**src/rtl/memory_access.sv**
```systemverilog
// memory_access: memory stage of the RV64 pipeline.
// Takes the execute register, runs at most one data-bus transaction per
// memory instruction, and produces the writeback register, the decode
// bypass source and this stage's ok_to_proceed vote.
// Optional build macro: MEMACC_FAST_DONE_EN. When it is defined, a data_ok
// can complete the instruction in the same cycle, skipping the DONE state.

package memory_access_pkg;

    typedef struct packed {
        logic        valid;
        logic        isWriteBack;
        logic [4:0]  wd;
        logic [63:0] aluOut;
        logic [63:0] rs2;
        logic        isMemRead;
        logic        isMemWrite;
        logic [2:0]  memMode;
        logic        isBranch;
        logic [63:0] pcBranch;
        logic [63:0] instrAddr;
        logic [31:0] instr;
    } REG_EX_MEM;

    typedef struct packed {
        logic        valid;
        logic        isWriteBack;
        logic [4:0]  wd;
        logic [63:0] wdData;
        logic [63:0] instrAddr;
        logic [31:0] instr;
        logic        isMem;
    } REG_MEM_WB;

    typedef struct packed {
        logic        valid;
        logic        isWb;
        logic [4:0]  wd;
        logic [63:0] wdData;
    } FORWARD_SOURCE;

endpackage

// state | meaning
// IDLE  | no transaction outstanding; a memop drives the request this cycle
// REQ   | request presented but not yet accepted; request fields held
// WAIT  | request accepted, waiting for data_ok
// DONE  | transaction finished, result in ld_data, waiting for the pipeline
module memory_access
    import memory_access_pkg::*;
(
    input  logic          clk,
    input  logic          rst,
    input  REG_EX_MEM     moduleIn,
    output REG_MEM_WB     moduleOut,
    output FORWARD_SOURCE forwardSource,
    output logic          ok_to_proceed,
    input  logic          ok_to_proceed_overall,
    output logic          dreq_valid,
    output logic [63:0]   dreq_addr,
    output logic [2:0]    dreq_size,
    output logic [7:0]    dreq_strobe,
    output logic [63:0]   dreq_data,
    input  logic          dresp_addr_ok,
    input  logic          dresp_data_ok,
    input  logic [63:0]   dresp_data
);

    typedef enum logic [1:0] {
        S_IDLE = 2'd0,
        S_REQ  = 2'd1,
        S_WAIT = 2'd2,
        S_DONE = 2'd3
    } state_t;

    state_t      state;
    logic [63:0] ld_data;

    logic        memop;
    logic [2:0]  off;
    logic [1:0]  size;
    logic [5:0]  shamt;
    logic        issuing;
    logic        finish_now;
    logic        fast_done;
    logic [63:0] raw;
    logic [63:0] ld_fmt;
    logic [63:0] ld_now;
    logic [7:0]  byte_mask;

    // Branch information ends its life in execute; it is deliberately dropped.
    logic unused_branch;
    assign unused_branch = ^{moduleIn.isBranch, moduleIn.pcBranch};

    assign memop   = moduleIn.valid & (moduleIn.isMemRead | moduleIn.isMemWrite);
    assign off     = moduleIn.aluOut[2:0];
    assign size    = moduleIn.memMode[1:0];
    assign shamt   = {off, 3'b000};

    // Only IDLE and REQ put a request on the bus, so a stalled instruction
    // never issues a second transaction once it has been accepted.
    assign issuing = memop & ((state == S_IDLE) | (state == S_REQ));

    // The transaction completes this cycle (request and data both seen).
    assign finish_now = (issuing & dresp_addr_ok & dresp_data_ok)
                      | ((state == S_WAIT) & dresp_data_ok);

    assign dreq_valid  = issuing;
    assign dreq_addr   = moduleIn.aluOut;
    assign dreq_size   = {1'b0, size};
    assign dreq_data   = moduleIn.rs2 << shamt;
    assign dreq_strobe = moduleIn.isMemWrite ? (byte_mask << off) : 8'h00;

    assign raw = dresp_data >> shamt;

    // Byte lanes touched by an access of the current size, before alignment.
    always_comb begin
        byte_mask = 8'h01;
        case (size)
            2'd0:    byte_mask = 8'h01;
            2'd1:    byte_mask = 8'h03;
            2'd2:    byte_mask = 8'h0F;
            default: byte_mask = 8'hFF;
        endcase
    end

    // Extract the addressed bytes from the bus line and sign/zero-extend.
    always_comb begin
        ld_fmt = '0;
        case (size)
            2'd0: ld_fmt = moduleIn.memMode[2] ? {56'd0, raw[7:0]}
                                               : {{56{raw[7]}}, raw[7:0]};
            2'd1: ld_fmt = moduleIn.memMode[2] ? {48'd0, raw[15:0]}
                                               : {{48{raw[15]}}, raw[15:0]};
            2'd2: ld_fmt = moduleIn.memMode[2] ? {32'd0, raw[31:0]}
                                               : {{32{raw[31]}}, raw[31:0]};
            default: ld_fmt = raw;
        endcase
    end

`ifdef MEMACC_FAST_DONE_EN
    // A completing transaction lets the stage advance in the same cycle,
    // using the freshly formatted bus data instead of the latched copy.
    assign fast_done = finish_now;
    assign ld_now    = fast_done ? ld_fmt : ld_data;
`else
    assign fast_done = 1'b0;
    assign ld_now    = ld_data;
`endif

    assign ok_to_proceed = ~memop | (state == S_DONE) | fast_done;

    // Bus handshake sequencing and load-result capture.
    always_ff @(posedge clk or posedge rst) begin
        if (rst) begin
            state   <= S_IDLE;
            ld_data <= '0;
        end else begin
            case (state)
                S_IDLE, S_REQ: begin
                    if (!memop) begin
                        state <= S_IDLE;
                    end else if (dresp_addr_ok & dresp_data_ok) begin
                        ld_data <= ld_fmt;
                        state   <= (fast_done & ok_to_proceed_overall) ? S_IDLE : S_DONE;
                    end else if (dresp_addr_ok) begin
                        state <= S_WAIT;
                    end else begin
                        state <= S_REQ;
                    end
                end
                S_WAIT: begin
                    if (dresp_data_ok) begin
                        ld_data <= ld_fmt;
                        state   <= (fast_done & ok_to_proceed_overall) ? S_IDLE : S_DONE;
                    end
                end
                default: begin
                    if (ok_to_proceed_overall) begin
                        state <= S_IDLE;
                    end
                end
            endcase
        end
    end

    // Writeback register advances only when the whole pipeline advances.
    always_ff @(posedge clk or posedge rst) begin
        if (rst) begin
            moduleOut <= '0;
        end else if (ok_to_proceed_overall) begin
            moduleOut.valid       <= moduleIn.valid;
            moduleOut.isWriteBack <= moduleIn.isWriteBack;
            moduleOut.wd          <= moduleIn.wd;
            moduleOut.wdData      <= moduleIn.isMemRead ? ld_now : moduleIn.aluOut;
            moduleOut.instrAddr   <= moduleIn.instrAddr;
            moduleOut.instr       <= moduleIn.instr;
            moduleOut.isMem       <= moduleIn.isMemRead | moduleIn.isMemWrite;
        end
    end

    // Bypass source; a load is not forwardable until its data is latched.
    always_comb begin
        forwardSource        = '0;
        forwardSource.valid  = moduleIn.valid & (moduleIn.wd != 5'd0);
        forwardSource.isWb   = moduleIn.isWriteBack & ~(moduleIn.isMemRead & (state != S_DONE));
        forwardSource.wd     = moduleIn.wd;
        forwardSource.wdData = moduleIn.isMemRead ? ld_data : moduleIn.aluOut;
    end

endmodule
```
**config.mk**
```make
export PLATFORM = sky130hd
export DESIGN_NAME = memory_access
export DESIGN_NICKNAME = d
export VERILOG_FILES = /design/src/rtl/memory_access.sv
export SDC_FILE = /design/constraint.sdc
export NUM_CORES = 1
export LEC_CHECK = 0
export ABC_CLOCK_PERIOD_IN_PS = 19530
export CORE_AREA = 2 2 289 291
export CTS_CLUSTER_DIAMETER = 60
export DETAILED_ROUTE_END_ITERATION = 16
export DIE_AREA = 0 0 291 293
export SLEW_MARGIN = 20
export SYNTH_ARGS = -nofsm -noshare
export SYNTH_HDL_FRONTEND = slang
export SYNTH_SLANG_ARGS = --single-unit
```
**constraint.sdc**
```tcl
create_clock -name clk -period 19.53 [get_ports clk]
set_input_delay 2.9295 -clock clk [delete_from_list [all_inputs] [get_ports clk]]
set_output_delay 2.9295 -clock clk [all_outputs]
set_load 0.01 [all_outputs]
```
**Word level (Yosys, flattened, before mapping)**

Index checks and enable logic that the tools add are counted.

- Reductions and logical operators: 8
- Shift-type cells: 3
- Eq/ne operators: 9
- Bitwise operators: 11
- Muxes and demuxes: 17

Operators by type and width:

| operator | count |
|---|---|
| $mux W64 | 7 |
| $pmux W64 S3 | 1 |
| $pmux W64 S2 | 1 |
| $shl A64 B6 Y64 | 1 |
| $shr A64 B6 Y64 | 1 |
| $pmux W8 S3 | 1 |
| $mux W2 | 5 |
| $mux W8 | 1 |
| $ne A2 B2 Y1 const B | 4 |
| $shl A8 B3 Y8 | 1 |
| $and A1 B1 Y1 | 6 |
| $eq A2 B2 Y1 const B | 3 |
| $reduce_bool A5 Y1 | 1 |
| $eq A2 B1 Y1 const B | 2 |
| $logic_not A2 Y1 | 2 |
| $pmux W2 S2 | 1 |
| $reduce_and A4 Y1 | 1 |
| $or A1 B1 Y1 | 3 |
| $reduce_bool A3 Y1 | 1 |
| $not A1 Y1 | 2 |
| $reduce_and A2 Y1 | 1 |
| $reduce_bool A2 Y1 | 1 |
| $reduce_or A2 Y1 | 1 |

- Word-level logic and storage cells: 57
- Output and inout port bits: 380
- Register bits after elaboration: 234

**Longest topological paths before layout**

Gate-level depths: netlist of run 1.

- Depth in word-level cells: 6
- Depth in mapped cells: 9
- Depth with buffers taken out: 5

**Worst setup path after synthesis of run 1**

No wires, ideal clock.

- Path type: input-to-output
- Start: input moduleIn[230] (netlist name)
- End: output dreq_data[56]
- Path buffers: 4
- Stages on the path: 6
- Arrival: 4.261 ns
- Path slack: 12.339 ns
- Cells stage by stage: buf_2 buf_2 clkbuf_1 clkbuf_1 a21oi_1 o21ai_0

- Word-level cells in the longest chain between the ends: 1

RTL lines:

| element | RTL line | text |
|---|---|---|
| start: declaration | 54 | `input REG_EX_MEM moduleIn,` |
| $shl A64 B6 Y64 | 111 | `assign dreq_data = moduleIn.rs2 << shamt;` |
| end: declaration | 63 | `output logic [63:0] dreq_data,` |

Every way passes these cells.

**Worst setup path in the final report of run 1**

- Start: input moduleIn[231] (netlist name)
- End: output dreq_data[58]

Same word-level chain as after synthesis.

==> flow_metrics.env, run 1 <==
export IMPL_status="finished clean"
export IMPL_cts_max_path_buffers=3
export IMPL_critPathMaxFanout=67
export IMPL_p_leak_uw=0.008634
export IMPL_die_area_um2=85260
export IMPL_hold_buffers=0
export IMPL_ant_nets=0
export IMPL_cp_data_required_time_ns=16.60
export IMPL_synth_main_ff_cell="dfrtp_1"
export IMPL_net_switching_power_uw=731.2
export IMPL_synth_edff_count=0
export IMPL_grt_pass1_vias=12330
export IMPL_fin_nets=2218
export IMPL_hold_viol=0
export IMPL_drive_gt1_frac=0.1993
export IMPL_dr_total_vias=12080
export IMPL_fin_crit_sh=0.4411
export IMPL_grt_pass1_wl_um=93810
export IMPL_placed_cells=2876
export IMPL_place_hpwl_um=52850
export IMPL_worst_slew_pin_slew_ns=0.9778
export IMPL_async_reset_ff_frac=1.000
export IMPL_worst_ir_drop_vdd_uv=69.47
export IMPL_drc=0
export IMPL_critPathLaunchType="input pin"
export IMPL_first_pass_iters=5
export IMPL_drt_total_wl_um=67170
export IMPL_grt_use_total=0.1528
export IMPL_synthTopCellsByArea="dfrtp_1 (43%), mux2_2 (22%), mux2i_1 (6.3%)"
export IMPL_insertion_delay_ns=0.57
export IMPL_hp_class="register to register"
export IMPL_ys_ff_latch=234
export IMPL_path_clk_slew_ns=0.05
export IMPL_drt_iter0_drc=387
export IMPL_clockRootBuffer="clkbuf_16"
export IMPL_row_count=105
export IMPL_setup_tns_final_ns=0
export IMPL_place_congestion=0.7736
export IMPL_antenna_found_initial=16
export IMPL_grt_start_max_net_pins=129
export IMPL_use_met1=0.1862
export IMPL_grtUsageMet3=0.04569
export IMPL_port_buffers=683
export IMPL_synth_top_area_frac=0.4301
export IMPL_finalMaxSlewViolations=0
export IMPL_fin_crit_ns=8.616
export IMPL_fmax_mhz=116.1
export IMPL_pwr_share_clk=0.321
export IMPL_cts_num_sinks=234
export IMPL_yosysUniqueCellTypes=45
export IMPL_syn_area_per_cell_um2=10.61
export IMPL_use_met2=0.2657
export IMPL_fin_hold_ws_ns=0.5021
export IMPL_initial_utilization=0.1663
export IMPL_finalClockSkew_ns=0.03457
export IMPL_wire_per_inst_um=22.77
export IMPL_gr_total_overflow=0
export IMPL_cts_tree="yes"
export IMPL_io_pins=750
export IMPL_cts_resized=0
export IMPL_synth_most_common_cell="mux2_2"
export IMPL_numCtsBuffers=40
export IMPL_internal_power_uw=1496
export IMPL_seqPwrFrac=0.331
export IMPL_fin_cells=2950
export IMPL_yosys_warnings=0
export IMPL_synth_net_count=1653
export IMPL_power_density_nw_per_um2=100.1
export IMPL_fillCellCount=8626
export IMPL_endpoint_kind="primary output"
export IMPL_yosysTopAreaCell="dfrtp_1"
export IMPL_htree_levels=2
export IMPL_netlist_area_um2=13610
export IMPL_power_frac_comb=0.348
export IMPL_cp_arrival_ns=5.69
export IMPL_pre_cts_ws_ns=10.93
export IMPL_setup_worst_path_class="input pin to primary output"
export IMPL_netlist_top_cells_count="mux2_2 (265), dfrtp_1 (234), nor2_1 (154), mux2i_1 (86)"
export IMPL_p_sw_frac=0.3283
export IMPL_drv_cap=0
export IMPL_postCtsSetupBuffers=0
export IMPL_dieWidth_um=291
export IMPL_relSlewSlack=0.3481
export IMPL_grt_busiest_layer="met2"
export IMPL_areaGrowthSynthToFinish_pct=63.48
export IMPL_synth_cells=1283
export IMPL_r2r_setup_slack_ns=16.87
export IMPL_fin_ws_ns=10.91
export IMPL_die_h_um=293
export IMPL_routed_via_density=4.093
export IMPL_synth_seq_area_share=0.4301
export IMPL_finalSetupViolCount=0
export IMPL_rsz0062_at_grt="no"
export IMPL_core_area_um2=81850
==> cell usage in the layout, fill, tap and decap left out, types with 7 or more instances in the layout <==
cell type	Yosys	routed
o21ai_0	29	29
a21oi_1	83	83
o22a_1	14	14
mux2i_1	86	86
a31oi_1	50	50
clkbuf_16	0	40
clkbuf_8	0	8
clkdlybuf4s50_1	0	678
nand2_1	51	51
nand3_1	9	9
buf_4	83	17
nand2b_1	22	22
o22ai_1	9	9
and2_1	8	8
and3_1	14	14
nor2_1	154	153
mux2_2	265	265
a211oi_1	22	22
mux4_2	7	7
dfrtp_1	234	234
nor2b_1	12	11
==> worst paths after layout <==
kind / cells after the start / endpoint / startpoint
worst max-delay path: 8 / dreq_data[58] / moduleIn[231]
worst min-delay path: 1 / moduleOut[41] / moduleOut[41]
worst max register to register: 6 / ld_data[8] / state[1]
worst min register to register: 1 / moduleOut[41] / moduleOut[41]
max in group asynchronous: 3 / moduleOut[82] / rst
min in group asynchronous: 2 / moduleOut[141] / rst
==> final cells by class <==
type | count | area (um^2) | area share
multi-input cells | 869 | 6714 | 0.3017
clock buffers | 52 | 1116 | 0.05015
inverters | 4 | 22.52 | 0.001012
diodes | 3 | 7.507 | 0.0003373
repair buffers | 699 | 6970 | 0.3132
well taps | 1070 | 1339 | 0.06016
clock inverters | 19 | 230.2 | 0.01034
flip-flops and latches | 234 | 5856 | 0.2631
==> power groups by stage <==
stage | Sequential (uW) | Clock (uW) | Combinational, uW
after detailed placement | 752 | 0 | 787
after global placement | 748 | 0 | 784
after global routing | 758 | 764 | 836
after floorplan | 721 | 0 | 342
final | 737 | 715 | 775
after CTS | 745 | 743 | 791
==> sequential cells by signal, summed over array words and instances, names as in the netlist <==
signal     cells
ld_data       64
state          2
moduleOut    168
==> critical path, cell delays in order <==
cell	delay (ns)
buf_6	0.51
buf_4	0.81
mux2_2	0.32
nor2_1	0.04
a21oi_1	0.20
nand2_1	0.07
o21ai_0	0.11
clkdlybuf4s50_1	0.60
==> through the flow <==
stage,power (uW),util,instance area (um^2)
after floorplan,1063,-,13610
after global placement,1532,0.2554,20900
after detailed placement,1539,0.2554,20900
after CTS,2279,0.2718,22250
after global routing,2358,0.2718,22250
final,2227,0.2719,22260
==> per-layer routing <==
| metal | vias to the layer above | part of all wire |
|---|---|---|
| met5 | - | 0.0019 |
| met4 | 20 | 0.019 |
| met3 | 87 | 0.073 |
| met2 | 506 | 0.49 |
| met1 | 5801 | 0.42 |
| li1 | 5661 | - |
==> cells by family (layout without fill, tap and decap cells) <==
family / Yosys count / count (layout) / synth area share
DFF: 234 / 234 / 0.4301
AOI/OAI and AO/OA: 222 / 222 / 0.1003
and+or+nand+nor: 286 / 286 / 0.09577
buffers and inverters: 180 / 774 / 0.07757
other: 1 / 4 / 0.0002755
muxes: 360 / 360 / 0.2960
Note: power is estimated with default switching activity, not from simulation.
==> run 2: changes to the inputs <==
--- a/config.mk
+++ b/config.mk
@@ -5,7 +5,7 @@
 export SDC_FILE = /design/constraint.sdc
 export NUM_CORES = 1
 export LEC_CHECK = 0
-export ABC_CLOCK_PERIOD_IN_PS = 19530
+export ABC_CLOCK_PERIOD_IN_PS = 7500
 export CORE_AREA = 2 2 289 291
 export CTS_CLUSTER_DIAMETER = 60
 export DETAILED_ROUTE_END_ITERATION = 16
==> constraint.sdc (replaced) <==
create_clock -name clk -period 7.5 [get_ports clk]
set_input_delay 1.125 -clock clk [delete_from_list [all_inputs] [get_ports clk]]
set_output_delay 1.125 -clock clk [all_outputs]
set_load 0.01 [all_outputs]
==> run 2 against run 1 <==
- register-to-register slack lost 12 ns
- die area is the same
- cell count grew 0.47%
- first-iteration DRC count grew 22%
- critical endpoint is now dreq_data[33]
==> flow_metrics.env, run 2 (synthesis gave the netlist of run 1 again) <==
export IMPL_status="finished clean"
export IMPL_largest_reg_flops=168
export IMPL_row_count=105
export IMPL_routed_via_density=4.139
export IMPL_clockRootBuffer="clkbuf_16"
export IMPL_finalMaxSlewViolations=0
export IMPL_hold_depth=1
export IMPL_final_common_cell="clkdlybuf4s50_1"
export IMPL_first_pass_iters=4
export IMPL_worst_slew_pin_slew_ns=1.044
export IMPL_path_clk_slew_ns=0.05
export IMPL_antenna_found_initial=14
export IMPL_critPathLaunchType="input pin"
export IMPL_grt_start_max_net_pins=120
export IMPL_setup_worst_path_class="input pin to primary output"
export IMPL_die_area_um2=85260
export IMPL_io_pins=750
export IMPL_insertion_delay_ns=0.56
export IMPL_die_h_um=293
export IMPL_finalSetupViolCount=0
export IMPL_cts_tree="yes"
export IMPL_top_register="moduleOut"
export IMPL_final_cell_mix="clkdlybuf4s50_1 (678), mux2_2 (265), dfrtp_1 (234)"
export IMPL_drt_total_wl_um=68840
export IMPL_p_leak_uw=0.008711
export IMPL_grt_pass1_vias=12650
export IMPL_initial_utilization=0.1663
export IMPL_cts_num_sinks=234
export IMPL_endpoint_kind="primary output"
export IMPL_drv_cap=0
export IMPL_numCtsBuffers=41
export IMPL_fin_crit_sh=0.6457
export IMPL_fmax_mhz=206.5
export IMPL_hold_buffers=0
export IMPL_htree_levels=2
export IMPL_drive_gt1_frac=0.2034
export IMPL_relSlewSlack=0.3039
export IMPL_grt_use_total=0.1574
export IMPL_hp_class="register to register"
export IMPL_place_hpwl_um=54050
export IMPL_cts_max_path_buffers=3
export IMPL_drc=0
export IMPL_cp_data_required_time_ns=6.38
export IMPL_pre_cts_ws_ns=2.683
export IMPL_setup_tns_final_ns=0
export IMPL_dpl_cell_area_um2=20930
export IMPL_core_area_um2=81850
export IMPL_final_util=0.2739
export IMPL_ant_nets=0
export IMPL_fin_nets=2223
export IMPL_port_buffers=683
export IMPL_worst_ir_drop_vdd_uv=146.5
export IMPL_postCtsSetupBuffers=0
export IMPL_cts_resized=0
export IMPL_rsz0062_at_grt="no"
export IMPL_grt_pass1_wl_um=96710
export IMPL_place_congestion=0.7825
export IMPL_cp_arrival_ns=3.72
export IMPL_finalClockSkew_ns=0.02138
export IMPL_fin_ws_ns=2.657
export IMPL_areaGrowthSynthToFinish_pct=64.67
export IMPL_critPathMaxFanout=60
export IMPL_dieWidth_um=291
export IMPL_power_density_nw_per_um2=267.0
export IMPL_dr_total_vias=12270
export IMPL_final_cell_area_um2=22420
export IMPL_gr_total_overflow=0
export IMPL_hold_viol=0
export IMPL_wire_per_inst_um=23.23
export IMPL_fin_crit_ns=4.843
export IMPL_reg_top3="moduleOut: 168 flops, ld_data: 64 flops, state: 2 flops"
export IMPL_reg2reg_depth=6
export IMPL_drt_iter0_drc=474
-- run 2: metal layers --
metal | wire length, um | share of wire | global-route usage | vias up
li1 | - | - | - | 5686
met1 | 29210 | 0.42 | 0.1916 | 5957
met2 | 33130 | 0.48 | 0.2698 | 519
met3 | 4953 | 0.072 | 0.04781 | 89
met4 | 1434 | 0.021 | 0.03993 | 16
met5 | 109 | 0.0016 | 0 | -
-- run 2: worst max-delay path, cell delays in order --
cell and delay (ns):
buf_6 0.46, buf_4 0.60, mux2_2 0.41, a21oi_1 0.35
o21ai_0 0.13, clkdlybuf4s50_1 0.56
-- run 2: layout make-up --
| cell class | count | area [um^2] |
|---|---|---|
| flip-flops and latches | 234 | 5856 |
| clock inverters | 21 | 292.8 |
| inverters | 4 | 18.77 |
| well taps | 1070 | 1339 |
| clock buffers | 52 | 1169 |
| repair buffers | 703 | 7000 |
| fillers | 8650 | 59430 |
| diodes | 11 | 27.53 |
| multi-input cells | 869 | 6714 |
-- run 2: worst paths after layout --
path | startpoint | end | slack, ns
worst max-delay path | moduleIn[231] | dreq_data[33] | 2.66
worst min register to register | moduleOut[129] | moduleOut[129] | 0.50
max in group asynchronous | rst | moduleOut[157] | 4.92
min in group asynchronous | rst | moduleOut[9] | 1.12
worst min-delay path | moduleOut[129] | moduleOut[129] | 0.50
worst max register to register | state[1] | ld_data[39] | 5.04
-- run 2: power breakdown --
part / switching [uW] / internal (uW)
clock: 729 / 1280
combinational: 888 / 1130
sequential: 324 / 1630
total: 1940 / 4040
-- run 2: stage by stage --
step | cells | hold WS [ns] | power, uW
floorplan | 1283 | 0.4749 | 2768
global placement | 2880 | 0.4881 | 4030
detailed placement | 2880 | 0.4940 | 4049
CTS | 2953 | 0.5054 | 6132
global route | 2953 | 0.5153 | 6336
finish | 2964 | 0.5005 | 5986
